File: config.mk
export PLATFORM = sky130hd
export DESIGN_NAME = mem_access_unit
export DESIGN_NICKNAME = d
export VERILOG_FILES = /design/src/rtl/cpu_core_pkg.sv /design/src/rtl/mau_load_align.sv /design/src/rtl/mem_access_unit.sv
export SDC_FILE = /design/constraint.sdc
export NUM_CORES = 1
export LEC_CHECK = 0
export CAP_MARGIN = 20
export CORE_MARGIN = 2
export CORE_UTILIZATION = 30
export CTS_CLUSTER_DIAMETER = 80
export CTS_CLUSTER_SIZE = 24
export DETAILED_ROUTE_END_ITERATION = 8
export DONT_BUFFER_PORTS = 1
export PLACE_DENSITY_LB_ADDON = 0.08
export RECOVER_POWER = 100
export SETUP_SLACK_MARGIN = 0.02
export SYNTH_ARGS = -nofsm -noshare
export SYNTH_HDL_FRONTEND = slang
export SYNTH_SLANG_ARGS = --single-unit
File: constraint.sdc
create_clock -name clk -period 2.7 [get_ports clk]
set_clock_uncertainty 0.1 [all_clocks]
set_input_delay 0.27 -clock clk [delete_from_list [all_inputs] [get_ports clk]]
set_output_delay 0.27 -clock clk [all_outputs]
set_load 0.02 [all_outputs]
File: src/rtl/cpu_core_pkg.sv
// Shared core definitions: RV32I load/store func3 codes, MEM-stage FSM states and byte-lane helpers.
// The helper is_misaligned is only referenced when MAU_MISALIGN_TRAP_EN is defined.
package cpu_core_pkg;

  localparam logic [2:0] F3_B  = 3'b000;
  localparam logic [2:0] F3_H  = 3'b001;
  localparam logic [2:0] F3_W  = 3'b010;
  localparam logic [2:0] F3_BU = 3'b100;
  localparam logic [2:0] F3_HU = 3'b101;

  localparam int BE_WIDTH = 4;

  typedef enum logic [1:0] {
    MAU_IDLE,
    MAU_REQ,
    MAU_RDATA,
    MAU_DONE
  } mau_state_e;

  // func3[1:0] carries the access size for both loads and stores.
  function automatic logic [BE_WIDTH-1:0] store_be(input logic [2:0] func3, input logic [1:0] a);
    case (func3[1:0])
      2'b00:   store_be = 4'b0001 << a;
      2'b01:   store_be = a[1] ? 4'b1100 : 4'b0011;
      default: store_be = 4'b1111;
    endcase
  endfunction

  function automatic logic [31:0] store_wdata(input logic [2:0] func3, input logic [31:0] d);
    case (func3[1:0])
      2'b00:   store_wdata = {4{d[7:0]}};
      2'b01:   store_wdata = {2{d[15:0]}};
      default: store_wdata = d;
    endcase
  endfunction

  function automatic logic is_misaligned(input logic [2:0] func3, input logic [1:0] a);
    case (func3[1:0])
      2'b01:   is_misaligned = a[0];
      2'b10:   is_misaligned = (a != 2'b00);
      default: is_misaligned = 1'b0;
    endcase
  endfunction

endpackage

File: src/rtl/mau_load_align.sv
// Load data alignment: picks the addressed byte/half of the read word and sign- or zero-extends it.
module mau_load_align
  import cpu_core_pkg::*;
(
  input  logic [31:0] rdata,
  input  logic [2:0]  func3,
  input  logic [1:0]  a,
  output logic [31:0] data
);

  logic [7:0]  byte_sel;
  logic [15:0] half_sel;

  always_comb begin
    case (a)
      2'd0:    byte_sel = rdata[7:0];
      2'd1:    byte_sel = rdata[15:8];
      2'd2:    byte_sel = rdata[23:16];
      default: byte_sel = rdata[31:24];
    endcase
    half_sel = a[1] ? rdata[31:16] : rdata[15:0];
    case (func3)
      F3_B:    data = {{24{byte_sel[7]}}, byte_sel};
      F3_BU:   data = {24'h000000, byte_sel};
      F3_H:    data = {{16{half_sel[15]}}, half_sel};
      F3_HU:   data = {16'h0000, half_sel};
      default: data = rdata;
    endcase
  end

endmodule

File: src/rtl/mem_access_unit.sv
// MEM-stage load/store engine: issues req/gnt/rvalid data-memory accesses, stalls while busy, registers MEM/WB.
// Optional MAU_MISALIGN_TRAP_EN: misaligned H/W accesses issue no request and pulse o_misaligned instead.
module mem_access_unit
  import cpu_core_pkg::*;
#(
  parameter int NB_PC      = 32,
  parameter int DATA_WIDTH = 32
) (
  input  logic                  clk,
  input  logic                  i_rst_n,
  input  logic                  i_valid,
  input  logic                  i_regWrite,
  input  logic                  i_memRead,
  input  logic                  i_memWrite,
  input  logic                  i_memToReg,
  input  logic [2:0]            i_func3,
  input  logic [DATA_WIDTH-1:0] i_alu,
  input  logic [DATA_WIDTH-1:0] i_data2,
  input  logic [4:0]            i_rd_addr,
  input  logic [NB_PC-1:0]      i_pc_next,
  input  logic                  i_flush,
  output logic                  o_dmem_req,
  output logic                  o_dmem_we,
  output logic [DATA_WIDTH-1:0] o_dmem_addr,
  output logic [DATA_WIDTH-1:0] o_dmem_wdata,
  output logic [BE_WIDTH-1:0]   o_dmem_be,
  input  logic                  i_dmem_gnt,
  input  logic                  i_dmem_rvalid,
  input  logic [DATA_WIDTH-1:0] i_dmem_rdata,
  output logic                  o_stall,
  output logic                  o_wb_valid,
  output logic                  o_wb_regWrite,
  output logic                  o_wb_memToReg,
  output logic [4:0]            o_wb_rd_addr,
  output logic [DATA_WIDTH-1:0] o_wb_alu,
  output logic [DATA_WIDTH-1:0] o_wb_load_data,
  output logic [NB_PC-1:0]      o_wb_pc_next,
  output logic                  o_misaligned
);

  mau_state_e state_q, state_d;

  logic                  op_we_q, op_we_d;
  logic [2:0]            op_func3_q, op_func3_d;
  logic [DATA_WIDTH-1:0] op_alu_q, op_alu_d;
  logic [DATA_WIDTH-1:0] op_data2_q, op_data2_d;
  logic                  op_reg_write_q, op_reg_write_d;
  logic                  op_mem_to_reg_q, op_mem_to_reg_d;
  logic [4:0]            op_rd_q, op_rd_d;
  logic [NB_PC-1:0]      op_pc_q, op_pc_d;

  logic                  wb_valid_q, wb_valid_d;
  logic                  wb_reg_write_q, wb_reg_write_d;
  logic                  wb_mem_to_reg_q, wb_mem_to_reg_d;
  logic [4:0]            wb_rd_addr_q, wb_rd_addr_d;
  logic [DATA_WIDTH-1:0] wb_alu_q, wb_alu_d;
  logic [DATA_WIDTH-1:0] wb_load_data_q, wb_load_data_d;
  logic [NB_PC-1:0]      wb_pc_next_q, wb_pc_next_d;
  logic                  misaligned_q, misaligned_d;

  logic                  idle, mem_op, trap, live_mem, req, retire;
  logic                  cur_we, cur_reg_write, cur_mem_to_reg;
  logic [2:0]            cur_func3;
  logic [DATA_WIDTH-1:0] cur_alu, cur_data2, load_ext;
  logic [4:0]            cur_rd;
  logic [NB_PC-1:0]      cur_pc;

  mau_load_align u_load_align (
    .rdata (i_dmem_rdata),
    .func3 (op_func3_q),
    .a     (op_alu_q[1:0]),
    .data  (load_ext)
  );

  // In IDLE the access is launched straight from EX/MEM; afterwards it runs from the latched copy.
  always_comb begin
    idle   = (state_q == MAU_IDLE);
    mem_op = i_rst_n & i_valid & (i_memRead | i_memWrite) & ~i_flush;
`ifdef MAU_MISALIGN_TRAP_EN
    trap   = mem_op & is_misaligned(i_func3, i_alu[1:0]);
`else
    trap   = 1'b0;
`endif
    live_mem       = mem_op & ~trap;
    req            = idle ? live_mem : (state_q == MAU_REQ);
    cur_we         = idle ? i_memWrite : op_we_q;
    cur_func3      = idle ? i_func3    : op_func3_q;
    cur_alu        = idle ? i_alu      : op_alu_q;
    cur_data2      = idle ? i_data2    : op_data2_q;
    cur_reg_write  = idle ? i_regWrite : op_reg_write_q;
    cur_mem_to_reg = idle ? i_memToReg : op_mem_to_reg_q;
    cur_rd         = idle ? i_rd_addr  : op_rd_q;
    cur_pc         = idle ? i_pc_next  : op_pc_q;
  end

  always_comb begin
    state_d         = state_q;
    op_we_d         = op_we_q;
    op_func3_d      = op_func3_q;
    op_alu_d        = op_alu_q;
    op_data2_d      = op_data2_q;
    op_reg_write_d  = op_reg_write_q;
    op_mem_to_reg_d = op_mem_to_reg_q;
    op_rd_d         = op_rd_q;
    op_pc_d         = op_pc_q;
    wb_valid_d      = 1'b0;
    wb_reg_write_d  = 1'b0;
    wb_mem_to_reg_d = 1'b0;
    wb_rd_addr_d    = '0;
    wb_alu_d        = '0;
    wb_load_data_d  = '0;
    wb_pc_next_d    = '0;
    misaligned_d    = 1'b0;
    retire          = 1'b0;
    case (state_q)
      MAU_IDLE: begin
        if (live_mem) begin
          op_we_d         = i_memWrite;
          op_func3_d      = i_func3;
          op_alu_d        = i_alu;
          op_data2_d      = i_data2;
          op_reg_write_d  = i_regWrite;
          op_mem_to_reg_d = i_memToReg;
          op_rd_d         = i_rd_addr;
          op_pc_d         = i_pc_next;
          if (i_dmem_gnt) state_d = i_memWrite ? MAU_DONE : MAU_RDATA;
          else            state_d = MAU_REQ;
          retire = i_dmem_gnt & i_memWrite;
        end else if (i_valid & ~i_flush) begin
          retire       = 1'b1;
          misaligned_d = trap;
        end
      end
      MAU_REQ: begin
        if (i_dmem_gnt) begin
          state_d = op_we_q ? MAU_DONE : MAU_RDATA;
          retire  = op_we_q;
        end
      end
      MAU_RDATA: begin
        if (i_dmem_rvalid) begin
          state_d        = MAU_DONE;
          retire         = 1'b1;
          wb_load_data_d = load_ext;
        end
      end
      default: state_d = MAU_IDLE;
    endcase
    if (retire) begin
      wb_valid_d      = 1'b1;
      wb_reg_write_d  = cur_reg_write & ~trap;
      wb_mem_to_reg_d = cur_mem_to_reg;
      wb_rd_addr_d    = cur_rd;
      wb_alu_d        = cur_alu;
      wb_pc_next_d    = cur_pc;
    end
  end

  always_ff @(posedge clk or negedge i_rst_n) begin
    if (!i_rst_n) begin
      state_q         <= MAU_IDLE;
      op_we_q         <= 1'b0;
      op_func3_q      <= '0;
      op_alu_q        <= '0;
      op_data2_q      <= '0;
      op_reg_write_q  <= 1'b0;
      op_mem_to_reg_q <= 1'b0;
      op_rd_q         <= '0;
      op_pc_q         <= '0;
      wb_valid_q      <= 1'b0;
      wb_reg_write_q  <= 1'b0;
      wb_mem_to_reg_q <= 1'b0;
      wb_rd_addr_q    <= '0;
      wb_alu_q        <= '0;
      wb_load_data_q  <= '0;
      wb_pc_next_q    <= '0;
      misaligned_q    <= 1'b0;
    end else begin
      state_q         <= state_d;
      op_we_q         <= op_we_d;
      op_func3_q      <= op_func3_d;
      op_alu_q        <= op_alu_d;
      op_data2_q      <= op_data2_d;
      op_reg_write_q  <= op_reg_write_d;
      op_mem_to_reg_q <= op_mem_to_reg_d;
      op_rd_q         <= op_rd_d;
      op_pc_q         <= op_pc_d;
      wb_valid_q      <= wb_valid_d;
      wb_reg_write_q  <= wb_reg_write_d;
      wb_mem_to_reg_q <= wb_mem_to_reg_d;
      wb_rd_addr_q    <= wb_rd_addr_d;
      wb_alu_q        <= wb_alu_d;
      wb_load_data_q  <= wb_load_data_d;
      wb_pc_next_q    <= wb_pc_next_d;
      misaligned_q    <= misaligned_d;
    end
  end

  assign o_dmem_req     = req;
  assign o_dmem_we      = req & cur_we;
  assign o_dmem_addr    = req ? {cur_alu[DATA_WIDTH-1:2], 2'b00} : '0;
  assign o_dmem_wdata   = (req & cur_we) ? store_wdata(cur_func3, cur_data2) : '0;
  assign o_dmem_be      = req ? store_be(cur_func3, cur_alu[1:0]) : '0;
  // DONE is deliberately absent: the pipeline is released during the write-back cycle.
  assign o_stall        = (state_q == MAU_REQ) | (state_q == MAU_RDATA) | (idle & live_mem);
  assign o_wb_valid     = wb_valid_q;
  assign o_wb_regWrite  = wb_reg_write_q;
  assign o_wb_memToReg  = wb_mem_to_reg_q;
  assign o_wb_rd_addr   = wb_rd_addr_q;
  assign o_wb_alu       = wb_alu_q;
  assign o_wb_load_data = wb_load_data_q;
  assign o_wb_pc_next   = wb_pc_next_q;
  assign o_misaligned   = misaligned_q;

endmodule

# Word level (Yosys, flattened, before mapping)
# Index checks and enable logic that the tools add are counted.
# op_classes
shift	1
n_addsub	0
n_mux	38
n_bitwise	11
eq_ne	11
magnitude_cmp	0
n_reduce_logical	6
n_div	0
n_mul	0
# op_table
cell	n
32-bit 2-to-1 mux	9
32-bit one-hot mux with 4 select lines	1
32-bit one-hot mux with 2 select lines	1
8-bit one-hot mux with 3 select lines	1
16-bit 2-to-1 mux	1
1-bit 2-to-1 mux	13
2-bit 2-to-1 mux	5
5-bit 2-to-1 mux	2
4-bit 2-to-1 mux	2
4-bit one-hot mux with 2 select lines	1
1-bit AND	7
2-bit by 1-bit == test with 1-bit output (second input constant)	3
3-bit == test (second input constant)	2
2-bit zero test	3
2-bit one-hot mux with 3 select lines	1
2-bit == test (second input constant)	2
2-bit != test (second input constant)	2
1-bit by 2-bit << shifter with 4-bit output (first input constant)	1
3-bit by 1-bit == test with 1-bit output (second input constant)	1
3-bit zero test	1
1-bit OR	3
1-bit one-hot mux with 3 select lines	1
3-bit AND reduction	1
2-bit by 1-bit != test with 1-bit output (second input constant)	1
other kinds (2)	2
# totals
mem_bits_rw	0
in_bits	146
ff_bits	213
word_cells	83
rom_bits	0
latch_bits	0
mem_count	0
out_inout_bits	176

# Longest topological paths before layout
# Gate-level depths: netlist of the first run.
# depth
word_depth	6
depth_mapped	10
depth_no_buf	8

# Modules after synthesis
# A second synthesis of the first run with hierarchy kept.
# hier_totals
cells_unflattened	861
area_unflattened_um2	10183.5
# modules_own_cells
module	n_inst	area_each_um2	seq_area_each_um2	cells_each
mem_access_unit	1	9213.8	5330.1	728
mau_load_align	1	969.7	0.0	133

# Worst setup path after synthesis of the first run
# OpenSTA, ideal clock, no wires.
# synth_timing
path_kind	register -> output
start	reg state_q[0]
end	out o_dmem_wdata[16]
required_time_ns	2.330
path_stages_with_launch	10
setup_slack_ns	0.294
n_path_buf	4
arrival_ns	2.036
path_cell_list	dfrtp_1 > inv_1 > ha_1 > buf_4 > nand2_1 > buf_2 > nand2_1 > buf_4 > buf_2 > a211oi_1
# synth_via
elab_chain_cells	5
word_cells_on_any_way	11
cone_classes	eq/ne: 2; mux: 6; bitwise: 1; reduce/logical: 2
# synth_rtl
element	line_no	source
from (decl)	mem_access_unit.sv:41	mau_state_e state_q, state_d;
from (signal assigned)	mem_access_unit.sv:179	state_q <= state_d;
2-bit zero test	mem_access_unit.sv:77	idle = (state_q == MAU_IDLE);
2-bit 2-to-1 mux	mem_access_unit.sv:87	cur_func3 = idle ? i_func3 : op_func3_q;
2-bit by 1-bit == test with 1-bit output / 2-bit zero test (equally long branches)	cpu_core_pkg.sv:30	case (func3[1:0])
32-bit one-hot mux with 2 select lines	cpu_core_pkg.sv:30	
32-bit 2-to-1 mux *	mem_access_unit.sv:202	assign o_dmem_wdata = (req & cur_we) ? store_wdata(cur_func3, cur_data2) : '0;
to (decl)	mem_access_unit.sv:25	output logic [DATA_WIDTH-1:0] o_dmem_wdata,
# Every way passes the cells marked *; elsewhere a longest branch is shown, timed or not.

# Final worst setup path of the first run
# layout_timing
start	reg state_q[0]
end	out o_dmem_wdata[30]
# layout_via
word_cells_on_any_way	11
cone_classes	eq/ne: 2; mux: 6; bitwise: 1; reduce/logical: 2
# layout_rtl
element	line_no	source
2-bit by 1-bit == test with 1-bit output / 2-bit zero test (equally long branches)	mem_access_unit.sv:85, mem_access_unit.sv:77	
1-bit 2-to-1 mux (on tied branches)	mem_access_unit.sv:85, mem_access_unit.sv:86	
1-bit AND *	-	
via o_dmem_we	mem_access_unit.sv:23	output logic o_dmem_we,
32-bit 2-to-1 mux *	mem_access_unit.sv:202	
# Mark *: on every way through the listed nets, which the timed path passes. The rest lies on a longest branch.

==> impl_metrics.py, run 1 <==
metrics = {
    "run_status": {
        "outcome": "finished with violations",
        "violations": "negative hold slack",
    },
    "worst_setup_path": {
        "reg2regPathDepth": 10,
        "cp_common_cell": "inv_2",
        "critPathLaunchType": "register",
        "slowest_delay_ps": 400,
        "critical_path_required_ps": 2330,
        "regToRegSetupSlack_ps": 140,
        "path_cells": "inv_2 -> ha_4 -> buf_8 -> inv_2 -> a31oi_4 -> clkinv_4 -> o21ai_2 -> a211oi_2 -> buf_4",
        "crit_type": "reg -> out",
        "crit-reg2reg-capture": "op_alu_q[0]$_DFFE_PN0P_",
        "crit_arrival_ps": 2300,
        "end_kind": "output port",
        "slowest_stage": "dfrtp_1",
        "cp_max_fo": 6,
        "r2r_start": "state_q[0]$_DFFE_PN0P_",
    },
    "power": {
        "power_leakage_uw": 0.006395,
        "power_density_mw_per_mm2": 1187,
        "ir_drop_v": 0.0006056,
    },
    "layout": {
        "layout_common_cells": "nand2_1, dfrtp_1, dlygate4sd3_1",
        "seq_area_sq_mm": 0.005330,
        "multi_input_area_sq_mm": 0.004354,
        "layout_commonest_cell": "nand2_1",
        "fillCellCount": 3069,
        "finalNonFillerCells": 1578,
        "utilization": 0.4252,
        "syn2layout_area_growth_pct": 38.93,
        "fin_nets": 1315,
        "drive_above_1_share": 0.2153,
    },
    "logic_synthesis": {
        "synth_area_sq_mm": 0.009707,
        "synth_cell_types": 43,
        "synth_area_per_cell_sq_um": 10.11,
        "async_flop_share": 1.000,
        "ys_ff_latch": 213,
        "synth_top_cell_area_share": 0.5491,
        "synth-seq-area-share": 0.5491,
        "ys.flop_type": "dfrtp_1",
        "synth_edf_count": 0,
        "synth.largest_area_cell": "dfrtp_1",
        "postSynthCellCount": 960,
        "synth_area_leaders": "dfrtp_1, nand2_1, mux2i_1",
        "yosys_warnings": 0,
    },
    "placed_design": {
        "place_congestion": 0.7752,
        "io_buffers": 0,
        "placed_cells": 1373,
        "post-dp-hpwl_mm": 19.65,
    },
    "grt": {
        "overflow": 0,
        "grt_pass1_wl_mm": 49.45,
        "grt_max_degree": 217,
        "antenna_found_initial": 0,
        "first_global_vias": 8057,
        "grt.total_usage": 0.1882,
    },
    "floorplanning": {
        "ios": 322,
        "initial_core_util": 0.3060,
        "die_x_um": 183.9,
        "die_h_um": 183.9,
        "coreArea_sq_mm": 0.03172,
        "dieArea_sq_mm": 0.03381,
        "rows": 65,
    },
    "sta": {
        "hold_slack_ps": -638.0,
        "tns_ps": 0,
        "tightest_slew_ps": 1035,
        "slew_viol_final": 0,
        "rsz0062_at_grt": "true",
        "fmax_mhz": 373.9,
        "relSlewSlack": 0.3102,
        "period_minus_slack_ps": 2675,
        "finalHoldViolations": 213,
        "fin_crit_sh": 0.9906,
        "finalSetupViolCount": 0,
    },
    "detailed_routing": {
        "antenna_left": 0,
        "routed-via-count": 7743,
        "drt-total-wl_mm": 32.94,
        "detailedRoute.firstIterationViolations": 376,
        "drc": 0,
        "viasPerCell": 4.907,
        "dr.pass1.iters": 4,
        "routedWlPerCell_um": 20.87,
    },
    "clocking": {
        "clk_transition_reported_paths_ps": 90,
        "clkLatencyLatePin_ps": 510,
        "cts_made_buffers": 16,
        "cts.root.buffer_cell": "clkbuf_16",
        "holdBufCountCts": 142,
        "cts_sinks": 213,
        "htreeDepth": 1,
        "cts_tree": "yes",
        "clock_path_buffers": 3,
    },
    "min_path": {
        "hold_path.class": "in -> async",
    },
    "flow_run": {
        "drv_cap": 0,
    },
}
## worst max-delay path by stage
stage	from	end	slack, ps
final	state_q[0]$_DFFE_PN0P_	o_dmem_wdata[30]	30
after floorplan	state_q[0]$_DFFE_PN0P_	o_dmem_wdata[16]	290
after global routing	state_q[0]$_DFFE_PN0P_	o_dmem_wdata[24]	-70
after detailed placement	state_q[0]$_DFFE_PN0P_	o_dmem_wdata[30]	150
after global placement	state_q[0]$_DFFE_PN0P_	o_dmem_wdata[30]	210
after CTS	state_q[1]$_DFFE_PN0P_	o_dmem_be[0]	-30
## layout make-up
| type | instances | area share |
|---|---|---|
| inverters | 18 | 0.005381 |
| repair inverters | 2 | 0.0007423 |
| diodes | 1 | 0.0001856 |
| clock inverters | 10 | 0.01253 |
| multi-input cells | 660 | 0.3229 |
| clock buffers | 18 | 0.03257 |
| flip-flops and latches | 213 | 0.3953 |
| repair buffers | 254 | 0.1932 |
| well taps | 402 | 0.03730 |
## power by group
part / internal, uW / leakage, uW / switching (uW) / total [uW]
combinational: 3380 / 0.00331 / 4110 / 7490
clock: 1460 / 0.000297 / 1400 / 2860
sequential: 4390 / 0.00279 / 1260 / 5660
total: 9230 / 0.00639 / 6770 / 16000
## cells in the mapped netlist, drive strengths merged (12+ instances only)
library cell and n:
inv 17, a21o 17, nor3 71, o22ai 16, nor2 55, clkbuf 22
mux2 37, dfrtp 213, a211oi 24, buf 50, mux2i 89, a21oi 16
nand2 263, o21ai 12
## per-stage QoR
step / power, uW / hold WS (ps) / setup slack [ps] / area, sq um
after floorplan: 9561 / -125.6 / 294.2 / 9714
after detailed placement: 11330 / -117.0 / 153.6 / 10540
after global routing: 16980 / -668.6 / -67.10 / 13480
after CTS: 15050 / -676.1 / -28.71 / 12880
final: 16000 / -638.0 / 25.25 / 13490
after global placement: 11310 / -117.9 / 214.0 / 10530
## metal layers
metal	vias up	wire length, um	track usage	share of wire
met3	42	2153	0.04081	0.065
met5	-	0	0	0
met2	248	15990	0.3153	0.49
met4	0	785	0.05184	0.024
met1	3814	14010	0.2454	0.43
li1	3639	-	-	-
## logic make-up (layout without fill, tap and decap cells)
group	count (synthesis)	in the layout	synth area share
and+or+nand+nor	412	413	0.1763
DFF	213	213	0.5491
muxes	126	126	0.1355
AOI/OAI and AO/OA	114	114	0.08636
buffers and inverters	90	302	0.04718
adders and majority gates	4	4	0.005156
other	1	4	0.0003863
## state kept, by name, summed over array words and instances, names as in the netlist, 2 cells and up
signal          cells
op_data2_q         32
state_q             2
op_alu_q           32
o_wb_load_data     32
op_pc_q            32
o_wb_alu           32
o_wb_rd_addr        5
o_wb_pc_next       32
op_func3_q          3
op_rd_q             5
## repair_timing
action | CTS | global route
pin swaps | 4 | 17
gates cloned | 5 | 5
endpoints found under the hold margin | 422 | 213
resized for setup | 41 | 88
buffers inserted | 13 | 12
endpoints found under the setup margin | 62 | 61
## worst max-delay path: cells and delay by family, from the launching register on
family / cells / cell delay [ps]
AO/OA/AOI/OAI: 3 / 500
adder cells (fa/ha/maj): 1 / 210
buffers and inverters: 5 / 690
flip-flops: 1 / 400
Note: power is estimated with default switching activity, not from simulation.
==> inputs of run 2 (changes only) <==
--- a/config.mk
+++ b/config.mk
@@ -12,7 +12,7 @@
 export CTS_CLUSTER_SIZE = 24
 export DETAILED_ROUTE_END_ITERATION = 8
 export DONT_BUFFER_PORTS = 1
-export PLACE_DENSITY_LB_ADDON = 0.08
+export PLACE_DENSITY = 0.41
 export RECOVER_POWER = 100
 export SETUP_SLACK_MARGIN = 0.02
 export SYNTH_ARGS = -nofsm -noshare
==> run 2 against run 1 <==
  * Sequential power decreased by 0.7%
  * The run ends with negative hold slack, negative setup slack left
  * Clock power decreased by 8.4%
  * Cell count decreased by 0.82%
  * Global-route usage decreased by 0.83 points
  * Critical endpoint is now o_dmem_wdata[12]
  * First-iteration DRC count increased by 20%
  * Die area unchanged
  * Non-clock buffer count decreased by 11
  * Cell area decreased by 3.8%
  * Sequential cell count unchanged
  * Critical path type unchanged
==> impl_metrics.py, run 2 (synthesis results as in run 1) <==
metrics = {
    "clocking": {
        "holdBufCountCts": 140,
        "cts_sinks": 213,
        "htreeDepth": 1,
        "cts.root.buffer_cell": "clkbuf_16",
        "clk_transition_reported_paths_ps": 90,
        "clock_path_buffers": 3,
        "cts_made_buffers": 16,
        "clkLatencyLatePin_ps": 510,
        "cts_tree": "yes",
    },
    "detailed_routing": {
        "drt-total-wl_mm": 31.27,
        "antenna_left": 0,
        "routed-via-count": 7652,
        "viasPerCell": 4.889,
        "routedWlPerCell_um": 19.98,
        "dr.pass1.iters": 5,
        "drc": 0,
        "detailedRoute.firstIterationViolations": 450,
    },
    "grt": {
        "grt_use_met3": 0.03863,
        "grt.total_usage": 0.1800,
        "overflow": 0,
        "global_route.usage.met2": 0.2966,
        "first_global_vias": 8096,
        "antenna_found_initial": 0,
        "top_usage_layer": "met2",
        "grt_use_met1": 0.2387,
        "grt_max_degree": 217,
        "grt_pass1_wl_mm": 48.13,
    },
    "layout": {
        "drive_above_1_share": 0.1935,
        "layout_common_cells": "nand2_1, dfrtp_1, dlygate4sd3_1",
        "diodes": 0,
        "fillCellCount": 3094,
        "layout_commonest_cell": "nand2_1",
        "seq_area_sq_mm": 0.005330,
        "finalNonFillerCells": 1565,
        "syn2layout_area_growth_pct": 33.71,
        "fin_nets": 1303,
        "multi_input_area_sq_mm": 0.004149,
    },
    "sta": {
        "tns_ps": -401.7,
        "fin_crit_sh": 1.022,
        "setup_slack_ps": -60.53,
        "rsz0062_at_grt": "true",
        "tightest_slew_ps": 1043,
        "finalHoldViolations": 213,
        "hold_slack_ps": -639.6,
        "relSlewSlack": 0.3048,
        "period_minus_slack_ps": 2761,
        "finalSetupViolCount": 18,
        "fmax_mhz": 362.2,
        "slew_viol_final": 0,
    },
    "worst_setup_path": {
        "cp_num_buf_inv": 5,
        "cp_max_fo": 10,
        "crit_arrival_ps": 2390,
        "cp_common_cell": "buf_4",
        "crit_family": "buffers and inverters",
        "critical_path_required_ps": 2330,
        "slowest_stage": "dfrtp_1",
        "critPathLaunchType": "register",
        "end_kind": "output port",
        "crit_type": "reg -> out",
        "slowest_delay_ps": 390,
        "path_cells": "inv_2 -> ha_4 -> buf_6 -> buf_4 -> mux2i_4 -> nand3_4 -> buf_4 -> a21oi_1 -> buf_4",
    },
    "floorplanning": {
        "rows": 65,
        "die_x_um": 183.9,
        "coreArea_sq_mm": 0.03172,
        "ios": 322,
        "initial_core_util": 0.3060,
        "dieArea_sq_mm": 0.03381,
        "die_h_um": 183.9,
    },
    "flow_run": {
        "drv_cap": 0,
    },
    "run_status": {
        "violations": "negative hold slack, negative setup slack",
        "outcome": "finished with violations",
    },
    "power": {
        "swShare": 0.4291,
        "power_leakage_uw": 0.006194,
        "power_switching_uw": 6363,
        "fin_total_pwr_uw": 14830,
        "pwr-share-comb": 0.444,
        "ir_drop_v": 0.0004687,
        "power_density_mw_per_mm2": 1143,
        "intPower_uw": 8465,
        "clkPwrFrac": 0.177,
        "pwr-share-seq": 0.379,
    },
    "placed_design": {
        "io_buffers": 0,
        "placed_cells": 1373,
        "post-dp-hpwl_mm": 19.48,
        "place_congestion": 0.7898,
    },
    "min_path": {
        "hold_path.class": "in -> async",
    },
}
run 2: cell types whose count changed in the layout (fill, tap and decap cells not counted), moves of 5 or more:
cell     change
mux2_4       -7
a21oi_1      +5
o21ai_1      +6
buf_6        -7
and2_1       -7
and2_4       +7
mux2_2       +7
buf_4        +6
a21oi_2      -5
mux2i_1      +6
run 2: cell type report:
| class | instances | share of cell area |
|---|---|---|
| sequential | 213 | 0.4107 |
| multi-input combinational | 659 | 0.3197 |
| timing repair buffer | 243 | 0.1803 |
| tap | 402 | 0.03875 |
| clock buffer | 20 | 0.03519 |
| clock inverter | 8 | 0.008098 |
| inverter | 18 | 0.006170 |
| timing repair inverter | 2 | 0.001157 |
run 2: per-layer routing:
layer | wire (um) | vias to the layer above | share of wire
met5 | 0 | - | 0
met4 | 773 | 0 | 0.025
met3 | 1945 | 43 | 0.062
met2 | 14760 | 265 | 0.47
met1 | 13790 | 3732 | 0.44
li1 | - | 3612 | -
run 2: final timing paths:
path | startpoint | endpoint | slack, ps | cells after the start
max | state_q[0]$_DFFE_PN0P_ | o_dmem_wdata[12] | -60 | 9
min | i_rst_n | op_data2_q[16]$_DFFE_PN0P_ | -640 | 0
max reg2reg | op_func3_q[1]$_DFFE_PN0P_ | o_wb_load_data[0]$_DFF_PN0_ | 160 | 6
min reg2reg | op_rd_q[3]$_DFFE_PN0P_ | op_rd_q[3]$_DFFE_PN0P_ | 380 | 2
max in group asynchronous | i_rst_n | op_pc_q[1]$_DFFE_PN0P_ | 2540 | 0
min in group clk | i_dmem_rdata[30] | o_wb_load_data[6]$_DFF_PN0_ | 30 | 4
run 2: power by group through the flow:
| stage | Clock [uW] | Combinational [uW] | Sequential, uW |
|---|---|---|---|
| finish | 2620 | 6580 | 5620 |
| global route | 2850 | 7220 | 5770 |
| CTS | 2730 | 6250 | 5630 |
| detailed placement | 0 | 5620 | 5670 |
| global placement | 0 | 5610 | 5670 |
| floorplan | 0 | 4130 | 5430 |
run 2: metrics by stage:
step,cell area [sq um],util,setup slack (ps),hold slack (ps)
2_1_floorplan,9714,-,294.2,-125.6
3_3_place_gp,10500,0.3312,167.3,-116.9
3_5_place_dp,10510,0.3314,99.96,-116.4
4_1_cts,12760,0.4023,-184.9,-676.8
5_1_grt,12980,0.4092,-173.6,-674.8
6_report,12980,0.4092,-60.53,-639.6
run 2: repair_timing:
item	4_1_cts	5_1_grt
buffers inserted	13	7
hold endpoints to repair	423	213
endpoints found under the setup margin	67	67
resized for setup	40	51
gates cloned	3	1
pin swaps	6	8
==> inputs of run 3 (changes only) <==
--- a/config.mk
+++ b/config.mk
@@ -14,6 +14,7 @@
 export DONT_BUFFER_PORTS = 1
 export PLACE_DENSITY = 0.41
 export RECOVER_POWER = 100
+export REMOVE_ABC_BUFFERS = 1
 export SETUP_SLACK_MARGIN = 0.02
 export SYNTH_ARGS = -nofsm -noshare
 export SYNTH_HDL_FRONTEND = slang
==> constraint.sdc (replaced) <==
create_clock -name clk -period 3.1 [get_ports clk]
set_clock_uncertainty 0.1 [all_clocks]
set_input_delay 0.31 -clock clk [delete_from_list [all_inputs] [get_ports clk]]
set_output_delay 0.31 -clock clk [all_outputs]
set_load 0.02 [all_outputs]
==> run 3 against run 2 <==
  * The run ends with negative hold slack left
  * First-iteration DRC count down 28%
  * Hold slack gained 43 ps
  * Sequential cell count unchanged
  * Wire length is 4.7% lower
  * Worst setup slack better by 190 ps
  * Critical path depth is 2 lower
  * Combinational power is 27% lower
==> impl_metrics.py, run 3 (synthesis results as in run 1) <==
metrics = {
    "clocking": {
        "cts_sinks": 213,
        "cts_made_buffers": 14,
        "clk_transition_reported_paths_ps": 100,
        "holdBufCountCts": 140,
        "clkLatencyLatePin_ps": 500,
        "htreeDepth": 1,
        "cts_tree": "yes",
        "cts.root.buffer_cell": "clkbuf_16",
        "clock_path_buffers": 3,
    },
    "sta": {
        "finalSetupViolCount": 0,
        "fmax_mhz": 336.9,
        "tightest_slew_ps": 1328,
        "relSlewSlack": 0.1150,
        "hold_slack_ps": -596.2,
        "fin_crit_sh": 0.9575,
        "rsz0062_at_grt": "true",
        "period_minus_slack_ps": 2968,
        "finalHoldViolations": 213,
        "slew_viol_final": 0,
    },
    "worst_setup_path": {
        "end_kind": "output port",
        "crit_arrival_ps": 2560,
        "crit_family": "buffers and inverters",
        "cp_num_buf_inv": 3,
        "cp_max_fo": 19,
        "critical_path_required_ps": 2690,
        "path_cells": "inv_1 -> ha_4 -> buf_6 -> mux2_1 -> o21ai_0 -> a211oi_2 -> buf_4",
        "critPathLaunchType": "register",
        "slowest_delay_ps": 430,
        "crit_type": "reg -> out",
        "slowest_stage": "dfrtp_1",
    },
    "placed_design": {
        "io_buffers": 0,
        "place_congestion": 0.7426,
        "post-dp-hpwl_mm": 19.07,
        "placed_cells": 1375,
    },
    "run_status": {
        "outcome": "finished with violations",
        "violations": "negative hold slack",
    },
    "detailed_routing": {
        "drc": 0,
        "detailedRoute.firstIterationViolations": 322,
        "routed-via-count": 7522,
        "antenna_left": 0,
        "dr.pass1.iters": 4,
        "drt-total-wl_mm": 29.79,
        "routedWlPerCell_um": 19.33,
        "viasPerCell": 4.881,
    },
    "layout": {
        "diodes": 0,
        "fin_nets": 1281,
        "drive_above_1_share": 0.1291,
        "layout_common_cells": "nand2_1, dfrtp_1, dlygate4sd3_1",
        "fillCellCount": 3228,
        "finalNonFillerCells": 1541,
        "seq_area_sq_mm": 0.005330,
        "layout_commonest_cell": "nand2_1",
        "syn2layout_area_growth_pct": 26.13,
        "multi_input_area_sq_mm": 0.003949,
    },
    "power": {
        "intPower_uw": 6632,
        "fin_total_pwr_uw": 11680,
        "power_leakage_uw": 0.005913,
        "swShare": 0.4321,
        "power_switching_uw": 5046,
        "clkPwrFrac": 0.170,
        "power_density_mw_per_mm2": 953.9,
        "pwr-share-seq": 0.418,
        "ir_drop_v": 0.0004450,
        "pwr-share-comb": 0.412,
    },
    "floorplanning": {
        "coreArea_sq_mm": 0.03172,
        "dieArea_sq_mm": 0.03381,
        "rows": 65,
        "die_h_um": 183.9,
        "ios": 322,
        "initial_core_util": 0.3060,
        "die_x_um": 183.9,
    },
    "grt": {
        "antenna_found_initial": 0,
        "grt_max_degree": 217,
        "grt.total_usage": 0.1756,
        "grt_pass1_wl_mm": 47.21,
        "overflow": 0,
        "first_global_vias": 7945,
    },
    "flow_run": {
        "drv_cap": 0,
    },
    "min_path": {
        "hold_path.class": "in -> async",
    },
}
-- run 3: repair_timing --
item	in CTS	in global routing
pin swaps	1	2
setup buffers	1	1
resized for setup	4	9
endpoints found under the setup margin	10	19
hold endpoints to repair	419	213
-- run 3: worst paths after layout --
check	slack, ps	depth (start not counted)	end	from
min in group clk	20	2	o_wb_rd_addr[3]$_DFF_PN0_	i_rd_addr[3]
setup reg to reg	250	7	o_wb_alu[4]$_DFF_PN0_	state_q[1]$_DFFE_PN0P_
setup / recovery	130	7	o_dmem_wdata[24]	state_q[1]$_DFFE_PN0P_
hold reg to reg	380	2	op_pc_q[24]$_DFFE_PN0P_	op_pc_q[24]$_DFFE_PN0P_
max in group asynchronous	3170	0	op_data2_q[0]$_DFFE_PN0P_	i_rst_n
hold / removal	-600	0	o_wb_rd_addr[4]$_DFF_PN0_	i_rst_n
-- run 3: layout make-up --
type / instances / share of cell area
clock buffers: 16 / 0.03178
repair buffers: 225 / 0.1583
clock inverters: 8 / 0.005212
inverters: 18 / 0.005723
multi-input cells: 659 / 0.3225
well taps: 402 / 0.04108
flip-flops and latches: 213 / 0.4354
-- run 3: routing by layer --
| metal | part of all wire | wire, um | global-route usage |
|---|---|---|---|
| met5 | 0 | 0 | 0 |
| met3 | 0.081 | 2400 | 0.04893 |
| met4 | 0.016 | 487 | 0.03616 |
| met1 | 0.45 | 13280 | 0.2342 |
| met2 | 0.46 | 13620 | 0.2851 |
-- run 3: power groups by stage --
stage	Combinational [uW]	Sequential [uW]	Clock, uW
after floorplan	3260	4740	0
after global placement	4770	4940	0
after detailed placement	4810	4940	0
after CTS	5000	4890	2090
after global routing	5340	5020	2210
final	4810	4890	1980
-- run 3: per-stage QoR --
stage	TNS [ps]	setup WS, ps	area (sq um)	utilization
CTS	0	17.20	12400	0.3909
finish	0	131.7	12240	0.3860
detailed placement	0	480.5	10520	0.3318
floorplan	-937000	-6032	9324	-
global route	0	2.827	12240	0.3860
global placement	0	547.5	10510	0.3314
==> RTL change 1 (flow settings as in run 2) <==
Make the reset (`i_rst_n`) synchronous in one clocked block.
--- a/src/rtl/mem_access_unit.sv
+++ b/src/rtl/mem_access_unit.sv
@@ -156,7 +156,7 @@
     end
   end
 
-  always_ff @(posedge clk or negedge i_rst_n) begin
+  always_ff @(posedge clk) begin
     if (!i_rst_n) begin
       state_q         <= MAU_IDLE;
       op_we_q         <= 1'b0;
Check against the original RTL: differs if i_rst_n is asserted again (counterexample within 4 cycles, from zero or initial values and one cycle with i_rst_n low); with i_rst_n held inactive, the same outputs for 4 cycles.
==> RTL change 1 against run 2 <==
- combinational power is 21% lower
- area after synthesis shrank 4.8%
- register-to-register slack better by 0.02 ns
- wire length grew 4.2%
- via count is 8.3% higher
- worst setup slack better by 0.082 ns
- count of clock-buffer cells in the layout decreased by 5
- sequential cell count is the same
- total power fell by 23%
- design area increased by 2.5%
- critical path type unchanged
- largest power group unchanged
- highest routed layer unchanged
==> RTL change 1: results (changes against run 2) <==
Netlist cell types 43 (unchanged); Area after DPL 9980 µm² (-5.1%); wire per inst 19.0 µm (-5.1%); worst r2r path cells 9 (+3); root buf cell clkbuf_16; critical path arrival 2.31 ns (-0.08 ns); initial antenna violation count 2 (+2); DP Worst Slack 0.300 ns (+0.200 ns); crit path to o_dmem_wdata[12]; hpwl dp 19.0 mm (-2.6%); ys flop type dfxtp_1; top cells by area, synth dfxtp_1 (46%), mux2i_1 (12%), nand2_1 (11%); Chip Width 180 µm (-2.4%); vias in the first global route 8121 (+0.31%); status complete, no violations; clk_lat worst skew 0.51 ns (about the same); relative slew slack 60.3% (+30 points); RR Endpoint op_pc_q[19]; hold path startpoint i_dmem_rdata[25]; Via density 4.83 (-1.3%); nets@finish 1462 (+12%); Seq/Total Area, Yosys 46.1% (-8.8 points); Min-Delay Path Class in2reg; CP max FO 16 (+6); Pre-antenna DRT Iters 4 (-1); Num CTS Buffers 15 (-1); FF-to-FF setup slack 0.18 ns (+0.02 ns); Iteration-0 DRC Markers 398 (-12%); crit path launch state_q[1]; layout cells sized above 1 16.5% (-2.8 points); number of port buffers 0 (unchanged); Lkg Pwr 5.58 nW (-9.8%); peak supply drop 0.000556 V (+19%); yosys warns 0 (unchanged); largest net degree at the start of global routing 107 (-51%); Async SR Flop Fraction 0% (-100 points); GRT Overall Usage 18.6% (+0.64 points); fmax 373 MHz (+3.1%); CTS clk-pin slew, worst paths 0.09 ns (about the same); Post-synth top cells nand2_1 (259), dfxtp_1 (213), nor2_1 (147); first-pass GRT wire length 48.4 mm (+0.46%); RD Place Congestion 0.793 (+0.41%); switching part of the total 38.4% (-4.5 points); H-tree Lvls 1 (unchanged); Longest Clk Path Bufs 3 (unchanged)
## RTL change 1: cell type report
type / instances / area, µm²
antenna: 1 / 2.50
sequential: 213 / 4270
clock buffer: 15 / 375
timing repair buffer: 303 / 3190
inverter: 17 / 63.8
clock inverter: 11 / 135
fill: 3036 / 17100
multi-input combinational: 762 / 4780
tap: 396 / 495
## RTL change 1: critical path, stage by stage (launching register included)
cell      delay [ns]
dfxtp_2         0.34
inv_2           0.07
ha_4            0.20
mux2_2          0.37
or2_4           0.35
a211oi_1        0.29
buf_4           0.19
## RTL change 1: power groups by stage
stage	clock network (mW)	registers (mW)	logic [mW]
final	2.48	3.76	5.21
after global routing	2.70	3.79	5.58
after CTS	2.58	3.77	4.87
after detailed placement	0	3.84	3.79
after global placement	0	3.84	3.82
after floorplan	0	3.78	2.92
## RTL change 1: how the worst min path moves through the flow
| stage | endpoint | slack, ns | cells past startpoint |
|---|---|---|---|
| after floorplan | op_pc_q[10] | 0.30 | 2 |
| after global placement | op_pc_q[6] | 0.31 | 2 |
| after detailed placement | op_pc_q[17] | 0.31 | 2 |
| after CTS | state_q[1] | 0.002 | 3 |
| after global routing | op_data2_q[12] | 0.03 | 2 |
| final | o_wb_load_data[1] | 0.04 | 4 |
## RTL change 1: metal layers
layer  GRT usage (%)  wire length (µm)
met1            25.1             14700
met5               0                 0
met2            31.0             15200
met3            4.29              2280
met4            3.06               408
## RTL change 1: repair_timing
item,CTS,global route
endpoints found under the setup margin,69,106
cloned,5,6
pin swaps,6,11
gates resized for setup,42,56
hold buffers,200,0
setup buffers,14,4
hold endpoints to repair,212,0
## RTL change 1: cells by family (layout without fill, tap and decap cells)
| group | count (synthesis) | after routing | synth area share (%) |
|---|---|---|---|
| buffers and inverters | 105 | 346 | 5.77 |
| adders and majority gates | 4 | 4 | 0.542 |
| muxes | 124 | 124 | 13.6 |
| and+or+nand+nor | 431 | 431 | 18.1 |
| AOI/OAI and AO/OA | 200 | 200 | 15.8 |
| DFF | 213 | 213 | 46.1 |
| other | 1 | 4 | 0.0406 |
## RTL change 1: stage by stage
stage / instances / power (mW) / hold slack [ns]
6_report: 1718 / 11.5 / 0.0360
3_3_place_gp: 1463 / 7.66 / 0.306
2_1_floorplan: 1080 / 6.70 / 0.305
4_1_cts: 1708 / 11.2 / 0.00152
5_1_grt: 1717 / 12.1 / 0.0347
3_5_place_dp: 1463 / 7.64 / 0.311
==> RTL change 2 (settings of run 2) <==
Without the edit above. The option `MAU_MISALIGN_TRAP_EN` is turned on by a define.
--- a/src/rtl/mem_access_unit.sv
+++ b/src/rtl/mem_access_unit.sv
@@ -1,5 +1,7 @@
 // MEM-stage load/store engine: issues req/gnt/rvalid data-memory accesses, stalls while busy, registers MEM/WB.
 // Optional MAU_MISALIGN_TRAP_EN: misaligned H/W accesses issue no request and pulse o_misaligned instead.
+`define MAU_MISALIGN_TRAP_EN
+
 module mem_access_unit
   import cpu_core_pkg::*;
 #(
Behaviour: not the same (Yosys sat finds a counterexample within 4 cycles, from zero or initial values and one cycle with i_rst_n low).
==> RTL change 2 against run 2 <==
- the run still ends with hold timing, setup timing left
- sequential cell count up 1
- fmax down 0.90%
- combinational power up 26%
- clock power down 5%
- worst setup slack worse by 0.025 ns
- sequential share of layout area down 3.1 points
- total power up 12%
- wire length down 2.9%
- area after synthesis up 1.3%
- sequential power up 3.7%
- count of clock-buffer cells in the layout down 2
- critical path depth unchanged
- design area up 8.7%
- critical path type unchanged
- critical endpoint is now o_dmem_wdata[26]
- highest routed layer unchanged
==> RTL change 2: results (changes against run 2) <==
RD Place Congestion 0.842 (+6.6%); Mapped Cells 809 (-16%); Via density 4.90 (+0.25%); NetSw 6.97 mW (+9.5%); Setup crit start kind flop; CP max FO 7 (-3); critical path arrival 2.42 ns (+0.03 ns); Netlist cell types 47 (+9.3%); status finished with violations; largest net degree at the start of global routing 217 (unchanged); met1 Resource Use GR 20.5% (-3.4 points); adder-cell area share of the yosys netlist 0.764% (+0.25 points); wire per inst 20.3 µm (+1.6%); setup ws final -0.0856 ns (-0.0250 ns); post-synthesis compound-gate area fraction 9.05% (+0.41 points); Post-synth top cells dfrtp_1 (214), nor2_1 (143), mux2_2 (91); placed cells 1285 (-6.4%); nets@finish 1196 (-8.2%); peak supply drop 0.000581 V (+24%); r2r startpoint state_q[0]; hold slack -0.647 ns (-0.00782 ns); Pre-antenna DRT Iters 6 (+1); top cells by area, synth dfrtp_1 (54%), mux2_2 (10%), mux2i_1 (9.0%); RR Endpoint op_alu_q[5]; Logic power comb 8.27 mW (+26%); Seq/Total Area, Yosys 54.5% (-0.43 points); Area after DPL 10800 µm² (+2.6%); crit path to o_dmem_wdata[26]; Num CTS Buffers 15 (-1); pin slew with the least headroom to its limit 0.921 ns (-0.122 ns); GRT Overall Usage 16.7% (-1.3 points); met3 Use GR 3.87% (+0.010 points); final std cells w/o fill 1495 (-4.5%); hpwl dp 18.7 mm (-4.1%); DP Worst Slack 0.153 ns (+0.0526 ns); first-pass GRT wire length 44.9 mm (-6.8%); grt met2 use 29.2% (-0.49 points); Post-CTS Setup Bufs 21 (+8); clk pwr 2.48 mW (-5%); vias in the first global route 7822 (-3.4%); number of port buffers 0 (unchanged); Final setup viols 37 (+19); setup TNS -1.10 ns (-0.702 ns); Lkg Pwr 6.28 nW (+1.4%); mux share of post-synthesis cell area 22.9% (+9.3 points); Iteration-0 DRC Markers 329 (-27%); failing checks hold timing, setup timing; worst r2r path cells 12 (+6); post_cts resized 123 (+210%); initial antenna violation count 0 (unchanged); Final Hold Viols 214 (+0.47%); layout cells sized above 1 36.2% (+17 points); Seq. pwr 5.83 mW (+3.7%); hold_buf cts 142 (+1.4%)
==> RTL change 2: changes by cell type in the layout (fill, tap and decap cells not counted), sizes merged, moves of 8 or more <==
cell | before | now
nand2 | 263 | 26
nor2 | 55 | 143
mux2 | 37 | 119
nor3 | 71 | 2
buf | 100 | 124
a211oi | 24 | 40
nor2b | 0 | 9
o22ai | 16 | 8
==> RTL change 2: metal layers <==
metal	vias to the layer above	wire length [µm]
li1	3294	-
met1	3706	12500
met2	274	15100
met3	54	1890
met4	0	874
met5	-	0
==> RTL change 2: final cells by class <==
class	count	area [µm²]
clock inverter	8	116
sequential	214	5360
clock buffer	18	397
multi-input combinational	523	4750
inverter	18	83.8
timing repair buffer	272	2850
tap	442	553
fill	3028	18300
==> RTL change 2: worst max-delay path, stage by stage, from the launching register on <==
cell and delay (ns):
dfrtp_1 0.42, inv_2 0.09, ha_4 0.19, buf_6 0.11
buf_6 0.10, buf_12 0.13, mux2_4 0.34, a211oi_2 0.26
a211oi_2 0.09, buf_4 0.18
